===== src/rtl/cpu_pkg.sv =====
// cpu_pkg: shared defaults, FSM states and hazard-cause encoding for the issue controller
package cpu_pkg;
  localparam int DEF_NUM_REGS = 16;
  localparam int DEF_ADDR_W = 4;
  localparam int DEF_MAX_INFLIGHT = 4;
  typedef enum logic [1:0] {IDLE, CHECK, ISSUE} state_t;
  typedef enum logic [2:0] {NONE, RAW_A, RAW_B, WAW, FULL} hazard_cause_t;
endpackage


===== src/rtl/pending_counter_bank.sv =====
// pending_counter_bank: per-register pending-write counters with reserve, retire and clear
module pending_counter_bank
  import cpu_pkg::*;
#(
  parameter int NUM_REGS = DEF_NUM_REGS,
  parameter int ADDR_W = DEF_ADDR_W,
  parameter int MAX_INFLIGHT = DEF_MAX_INFLIGHT,
  localparam int CW = $clog2(MAX_INFLIGHT + 1)
) (
  input  logic                   clk,
  input  logic                   reset,
  input  logic                   inc_en,
  input  logic [ADDR_W-1:0]      inc_addr,
  input  logic                   dec_en,
  input  logic [ADDR_W-1:0]      dec_addr,
  input  logic                   clr,
  output logic [NUM_REGS*CW-1:0] cnt_flat,
  output logic [NUM_REGS-1:0]    mask,
  output logic [CW-1:0]          total,
  output logic                   err
);
  logic [CW-1:0] cnt_arr [NUM_REGS];
  for (genvar i = 0; i < NUM_REGS; i++) begin : g_cnt
    logic [CW-1:0] cnt;
    logic inc_i, dec_i;
    assign inc_i = inc_en && inc_addr == ADDR_W'(i);
    assign dec_i = dec_en && dec_addr == ADDR_W'(i) && cnt != '0;
    always_ff @(posedge clk or posedge reset)
      if (reset) cnt <= '0;
      else if (clr) cnt <= '0;
      else if (inc_i && !dec_i) cnt <= cnt + CW'(1);
      else if (dec_i && !inc_i) cnt <= cnt - CW'(1);
    assign cnt_arr[i] = cnt;
    assign cnt_flat[i*CW +: CW] = cnt;
    assign mask[i] = cnt != '0;
  end
  always_comb begin
    total = '0;
    for (int k = 0; k < NUM_REGS; k++) total = total + cnt_arr[k];
  end
  // a retire against an empty counter means the write-back stream is out of sync
  always_ff @(posedge clk or posedge reset)
    if (reset) err <= 1'b0;
    else if (dec_en && !clr && cnt_arr[dec_addr] == '0) err <= 1'b1;
endmodule


===== src/rtl/issue_hazard_ctrl.sv =====
// issue_hazard_ctrl: holds one fetched instruction and releases it to ID once free of RAW/WAW/occupancy hazards
module issue_hazard_ctrl
  import cpu_pkg::*;
#(
  parameter int NUM_REGS = DEF_NUM_REGS,
  parameter int ADDR_W = DEF_ADDR_W,
  parameter int MAX_INFLIGHT = DEF_MAX_INFLIGHT,
  parameter int STALL_W = 16,
  localparam int CW = $clog2(MAX_INFLIGHT + 1)
) (
  input  logic                clk,
  input  logic                reset,
  input  logic                in_req,
  output logic                in_ack,
  input  logic [ADDR_W-1:0]   in_rd,
  input  logic [ADDR_W-1:0]   in_rs1,
  input  logic [ADDR_W-1:0]   in_rs2,
  input  logic                in_writes_rd,
  input  logic                in_uses_rs1,
  input  logic                in_uses_rs2,
  output logic                issue_req,
  input  logic                issue_ack,
  input  logic                wb_valid,
  input  logic [ADDR_W-1:0]   wb_addr,
  input  logic                flush,
  output logic [NUM_REGS-1:0] pending_mask,
  output logic [CW-1:0]       inflight,
  output logic [STALL_W-1:0]  stall_count,
  output logic                wb_err
);
  state_t state, state_nx;
  hazard_cause_t cause;
  logic [ADDR_W-1:0] rd, rs1, rs2;
  logic writes_rd, uses_rs1, uses_rs2;
  logic accept, hazard, reserve, stall;
  logic [NUM_REGS*CW-1:0] cnt_flat;
  logic [CW-1:0] cnt_arr [NUM_REGS];
  for (genvar i = 0; i < NUM_REGS; i++) begin : g_unpack
    assign cnt_arr[i] = cnt_flat[i*CW +: CW];
  end
  // in_req is still high during the in_ack cycle, so that cycle must not re-latch it
  assign accept = state == IDLE && in_req && !in_ack;
  always_ff @(posedge clk)
    if (accept) begin
      rd <= in_rd;
      rs1 <= in_rs1;
      rs2 <= in_rs2;
      writes_rd <= in_writes_rd;
      uses_rs1 <= in_uses_rs1;
      uses_rs2 <= in_uses_rs2;
    end
  always_comb begin
    cause = (uses_rs1 && cnt_arr[rs1] != '0) ? RAW_A :
            (uses_rs2 && cnt_arr[rs2] != '0) ? RAW_B :
            (writes_rd && cnt_arr[rd] != '0) ? WAW :
            (writes_rd && inflight == CW'(MAX_INFLIGHT)) ? FULL : NONE;
  end
  assign hazard = cause != NONE;
  assign reserve = state == CHECK && !hazard && writes_rd && !flush;
  assign stall = state == CHECK && hazard && stall_count != '1;
  assign issue_req = state == ISSUE;
  always_comb begin
    state_nx = flush ? IDLE :
               accept ? CHECK :
               (state == CHECK && !hazard) ? ISSUE :
               (state == ISSUE && issue_ack) ? IDLE : state;
  end
  always_ff @(posedge clk or posedge reset)
    if (reset) begin
      state <= IDLE;
      in_ack <= 1'b0;
      stall_count <= '0;
    end else begin
      state <= state_nx;
      in_ack <= state == ISSUE && issue_ack && !flush;
      if (stall) stall_count <= stall_count + STALL_W'(1);
    end
  pending_counter_bank #(
    .NUM_REGS(NUM_REGS),
    .ADDR_W(ADDR_W),
    .MAX_INFLIGHT(MAX_INFLIGHT)
  ) u_bank (
    .clk(clk),
    .reset(reset),
    .inc_en(reserve),
    .inc_addr(rd),
    .dec_en(wb_valid),
    .dec_addr(wb_addr),
    .clr(flush),
    .cnt_flat(cnt_flat),
    .mask(pending_mask),
    .total(inflight),
    .err(wb_err)
  );
endmodule

===== config.mk =====
export PLATFORM = sky130hd
export DESIGN_NAME = issue_hazard_ctrl
export DESIGN_NICKNAME = d
export VERILOG_FILES = /design/src/rtl/cpu_pkg.sv /design/src/rtl/pending_counter_bank.sv /design/src/rtl/issue_hazard_ctrl.sv
export SDC_FILE = /design/constraint.sdc
export NUM_CORES = 1
export LEC_CHECK = 0
export BUFFER_PORTS_ARGS = -buffer_cell sky130_fd_sc_hd__clkbuf_2
export CORE_MARGIN = 1
export CORE_UTILIZATION = 45
export DETAILED_ROUTE_END_ITERATION = 8
export PLACE_DENSITY_LB_ADDON = 0.3
export SETUP_SLACK_MARGIN = 0.5
export SYNTH_ARGS = -nofsm -noshare
export SYNTH_HDL_FRONTEND = slang
export SYNTH_SLANG_ARGS = --single-unit

===== constraint.sdc =====
create_clock -name clk -period 19.25 [get_ports clk]
set_clock_uncertainty 0.1 [all_clocks]
set_input_delay 0 -clock clk [delete_from_list [all_inputs] [get_ports clk]]
set_output_delay 0 -clock clk [all_outputs]
set_load 0.05 [all_outputs]

==> impl_table.tex <==
\begin{tabular}{lr}
\hline
Metric & Value \\
\hline
\multicolumn{2}{l}{\textbf{Final layout}} \\
\quad ANT cells & 0 \\
\quad Fraction of final layout cells with drive strength greater than 1 & 19.47\% \\
\quad Layout Nets & 778 \\
\quad Number of fill cells & 1165 \\
\quad Relative area change from synthesis to final layout & 17.21\% \\
\quad Post-route insts no fill & 890 \\
\multicolumn{2}{l}{\textbf{Clocking}} \\
\quad CTS buffer count & 9 \\
\quad Post-CTS setup-driven buffer insertion count & 0 \\
\quad CTS tree & done \\
\quad Clock insertion delay at the later pin of the skew report & 0.35 ns \\
\quad H-Tree Level Count & 3 \\
\quad Clock Root Buffer & clkbuf\_16 \\
\quad Clock edge transition at the registers on the reported setup and hold paths & 0.06 ns \\
\quad Hold Buf Count CTS & 18 \\
\quad Clk sinks & 83 \\
\quad CTS-repair resized insts & 0 \\
\quad Number of buffers on the longest clock path & 2 \\
\multicolumn{2}{l}{\textbf{STA}} \\
\quad Slew margin rel. & 37.00\% \\
\quad RSZ-0062 raised after global routing & false \\
\quad Tightest Pin Transition & 0.9422 ns \\
\quad Final Slew Violations & 0 \\
\quad Max Fclk & 0.1391 GHz \\
\quad Fin crit share & 37.35\% \\
\quad Final critical path time including I/O delays and setup & 7.189 ns \\
\quad Fin Setup TNS & 0 ns \\
\quad Final Hold Viols & 0 \\
\quad Hold slack final & 0.1299 ns \\
\quad Worst-case setup margin in the final layout & 12.06 ns \\
\quad Setup-violating endpoint count in the final report & 0 \\
\multicolumn{2}{l}{\textbf{Outcome}} \\
\quad Status & finished clean \\
\multicolumn{2}{l}{\textbf{Drt}} \\
\quad Initial DRT Pass Iterations & 6 \\
\quad Routed vias & 5223 \\
\quad Number of DRC markers in iteration 0 & 431 \\
\quad Number of remaining DRC errors & 0 \\
\quad Average detailed-routed wire length per instance & 18.66 µm \\
\quad Final WL & 16600 µm \\
\quad Routed via count divided by cell count & 5.869 \\
\quad Remaining antenna violation count & 0 \\
\multicolumn{2}{l}{\textbf{Worst hold path}} \\
\quad Beginning of the worst hold path & flush \\
\quad Hold-critical path endpoint & u\_bank.g\_cnt[4].cnt[0] \\
\quad Min-Delay Path Class & in -> reg \\
\quad Number of stages on the worst hold path & 3 \\
\multicolumn{2}{l}{\textbf{Power}} \\
\quad Max VDD drop & 0.09878 mV \\
\quad Comb power frac & 16.7\% \\
\quad Cell area power density & 66.01 nW/µm² \\
\quad Pint & 333.8 µW \\
\quad Leakage power & 3.242 nW \\
\quad Switching fraction of total power & 29.88\% \\
\quad Switching power summed over all nets & 142.2 µW \\
\quad Part of the power in the clock network & 41.2\% \\
\quad Register share of total power & 42.1\% \\
\multicolumn{2}{l}{\textbf{Setup path}} \\
\quad Worst Path Required & 19.36 ns \\
\quad List of cells traversed by the critical path & fa\_1, inv\_1, fa\_1, fa\_1, fa\_1, fa\_1, inv\_1, ha\_1, ha\_1, xnor2\_1, xnor2\_1, xnor2\_1, xor3\_1, o211ai\_2, nor3\_1, fa\_1, or3\_1, o31ai\_1, xnor2\_1, nor2\_1 \\
\quad Worst path max stage delay & 0.78 ns \\
\quad Startpoint of the worst register-to-register path & u\_bank.g\_cnt[13].cnt[1] \\
\quad Arr. time, crit path & 7.30 ns \\
\quad Critical path startpoint category & flop \\
\quad Most common cell on crit path & fa\_1 \\
\quad Crit path capture type & flop \\
\quad Setup slack, reg-to-reg & 12.06 ns \\
\quad Count of cells along the worst register-to-register path & 20 \\
\quad Maximum fanout along the worst path & 13 \\
\quad Worst Setup Path Type & reg -> reg \\
\quad Cell at the slowest stage of the critical path & o211ai\_2 \\
\quad Worst reg2reg endpoint & u\_bank.g\_cnt[4].cnt[2] \\
\multicolumn{2}{l}{\textbf{Yosys}} \\
\quad Synth unique cells & 67 \\
\quad Post-synthesis net count & 695 \\
\quad Leading post-synthesis cells by cell area & dfrtp\_1, fa\_1, edfxtp\_1 \\
\quad Post-Synthesis Mean Instance Area & 9.828 µm² \\
\quad Warnings, synthesis & 0 \\
\quad Cell type contributing the most total cell area after synthesis & dfrtp\_1 \\
\quad Yosys top cell area share & 27.66\% \\
\quad Total standard cell area after synthesis & 6152 µm² \\
\quad Async set-or-reset flop fraction in the synthesized netlist & 81.93\% \\
\quad Most frequent cell after synthesis & inv\_1 \\
\quad Proportion of synthesized chip area in sequential cells & 34.98\% \\
\quad Post-synth EDFFs & 15 \\
\quad Seq cells post-synth & 83 \\
\quad Mapped Cells & 626 \\
\quad Most used standard cells in the synthesized netlist & inv\_1, dfrtp\_1, nor2\_1, nor3\_1, nand2\_1 \\
\quad Most used flip-flop cell after synthesis & dfrtp\_1 \\
\multicolumn{2}{l}{\textbf{Place}} \\
\quad Post-place setup slack & 12.11 ns \\
\quad Port Buffers & 62 \\
\quad Detail Placement HPWL & 12100 µm \\
\quad Placed insts & 856 \\
\quad Final Wtd Congestion & 0.9434 \\
\multicolumn{2}{l}{\textbf{Floorplan}} \\
\quad Initial standard-cell utilization of the core & 46.27\% \\
\quad Floorplan Core Area & 13300 µm² \\
\quad Die span in x & 118.9 µm \\
\quad Total number of placement rows & 42 \\
\quad Die Y & 118.9 µm \\
\quad Die Area & 14140 µm² \\
\quad Total I/O pin count & 63 \\
\multicolumn{2}{l}{\textbf{GRT}} \\
\quad Global routing usage summed across all routing layers & 25.11\% \\
\quad Via count of the first global-routing pass & 5166 \\
\quad Total congestion overflow after global routing & 0 \\
\quad Maximum number of pins on one net before global-route repair & 69 \\
\quad Antenna violations before repair & 0 \\
\quad Global-route wire length before repair & 27190 µm \\
\multicolumn{2}{l}{\textbf{Run}} \\
\quad \# Max-Cap Violations & 0 \\
\hline
\end{tabular}
==> final cells by class <==
class                      instances  area [µm²]  area share (%)
multi-input combinational        443        3623           50.25
sequential                        83        2152           29.85
timing repair buffer              91       573.1           7.947
inverter                          81       304.0           4.217
clock buffer                      11       254.0           3.522
tap                              176       220.2           3.054
clock inverter                     5       83.83           1.163
==> flip-flops by register name, indices dropped and copies added (netlist names), 2 cells and up <==
name              cells
rs2                   4
rd                    4
state                 2
stall_count          16
u_bank.g_cnt.cnt     48
rs1                   4
==> logic make-up (layout without fill, tap and decap cells) <==
group                    count (synthesis)  in the layout  synth area share [%]
adder cells (fa/ha/maj)                 44             44                 13.34
AND/OR/NAND/NOR                        233            233                 20.74
multiplexers                            26             26                 6.366
flip-flops                              83             83                 34.98
AO/OA/AOI/OAI                           96             96                 11.39
XOR/XNOR                                44             44                 6.955
buffers and inverters                  100            188                 6.223
==> power by group through the flow <==
| stage | sequential (mW) | clock [mW] | combinational, mW |
|---|---|---|---|
| global route | 0.202 | 0.206 | 0.0863 |
| finish | 0.200 | 0.196 | 0.0797 |
| floorplan | 0.212 | 0 | 0.0451 |
| CTS | 0.200 | 0.199 | 0.0792 |
| global placement | 0.203 | 0 | 0.0741 |
| detailed placement | 0.203 | 0 | 0.0759 |
==> worst max-delay path, delay by kind of cell (launching register included) <==
family	cells	cell delay, ns
adders and majority gates	8	3.64
and+or+nand+nor	3	0.60
xor gates and xnor gates	5	1.09
AOI/OAI and AO/OA	2	1.08
buffers and inverters	2	0.11
DFF	1	0.43
==> per-stage QoR <==
step | util, % | area [µm²] | power (mW)
after floorplan | - | 6152 | 0.2569
after global placement | 50.34 | 6693 | 0.2767
after detailed placement | 50.34 | 6693 | 0.2791
after CTS | 54.23 | 7211 | 0.4779
after global routing | 54.23 | 7211 | 0.4941
final | 54.23 | 7211 | 0.4760
==> worst max path at each step <==
stage                     cells past startpoint                endpoint                    start
final                                        20  u_bank.g_cnt[4].cnt[2]  u_bank.g_cnt[13].cnt[1]
after global routing                         20  u_bank.g_cnt[4].cnt[2]  u_bank.g_cnt[13].cnt[1]
after CTS                                    20  u_bank.g_cnt[4].cnt[2]  u_bank.g_cnt[13].cnt[1]
after detailed placement                     20  u_bank.g_cnt[4].cnt[2]  u_bank.g_cnt[13].cnt[1]
after global placement                       20  u_bank.g_cnt[4].cnt[2]  u_bank.g_cnt[13].cnt[1]
after floorplan                              21  u_bank.g_cnt[4].cnt[2]  u_bank.g_cnt[13].cnt[1]
==> metal layers <==
metal,global-route usage [%],vias to the layer above,share of wire (%)
met2,38.85,207,47
met1,35.87,2628,45
li1,-,2365,-
met5,0,-,0
met3,3.736,23,6.4
met4,9.019,0,2.0
==> placed cells by master, fill, tap and decap left out, drive strengths merged, types with 16 or more instances in the layout <==
master | synthesis | final
a21oi | 22 | 22
clkbuf | 14 | 73
dfrtp | 68 | 68
dlygate4sd3 | 0 | 18
fa | 36 | 36
inv | 81 | 81
nand2 | 37 | 37
nand3 | 16 | 16
nor2 | 56 | 56
nor3 | 46 | 46
nor4 | 27 | 27
o21ai | 19 | 19
xnor2 | 25 | 25
xor2 | 16 | 16
No activity file was read; power rests on OpenSTA's default activity.
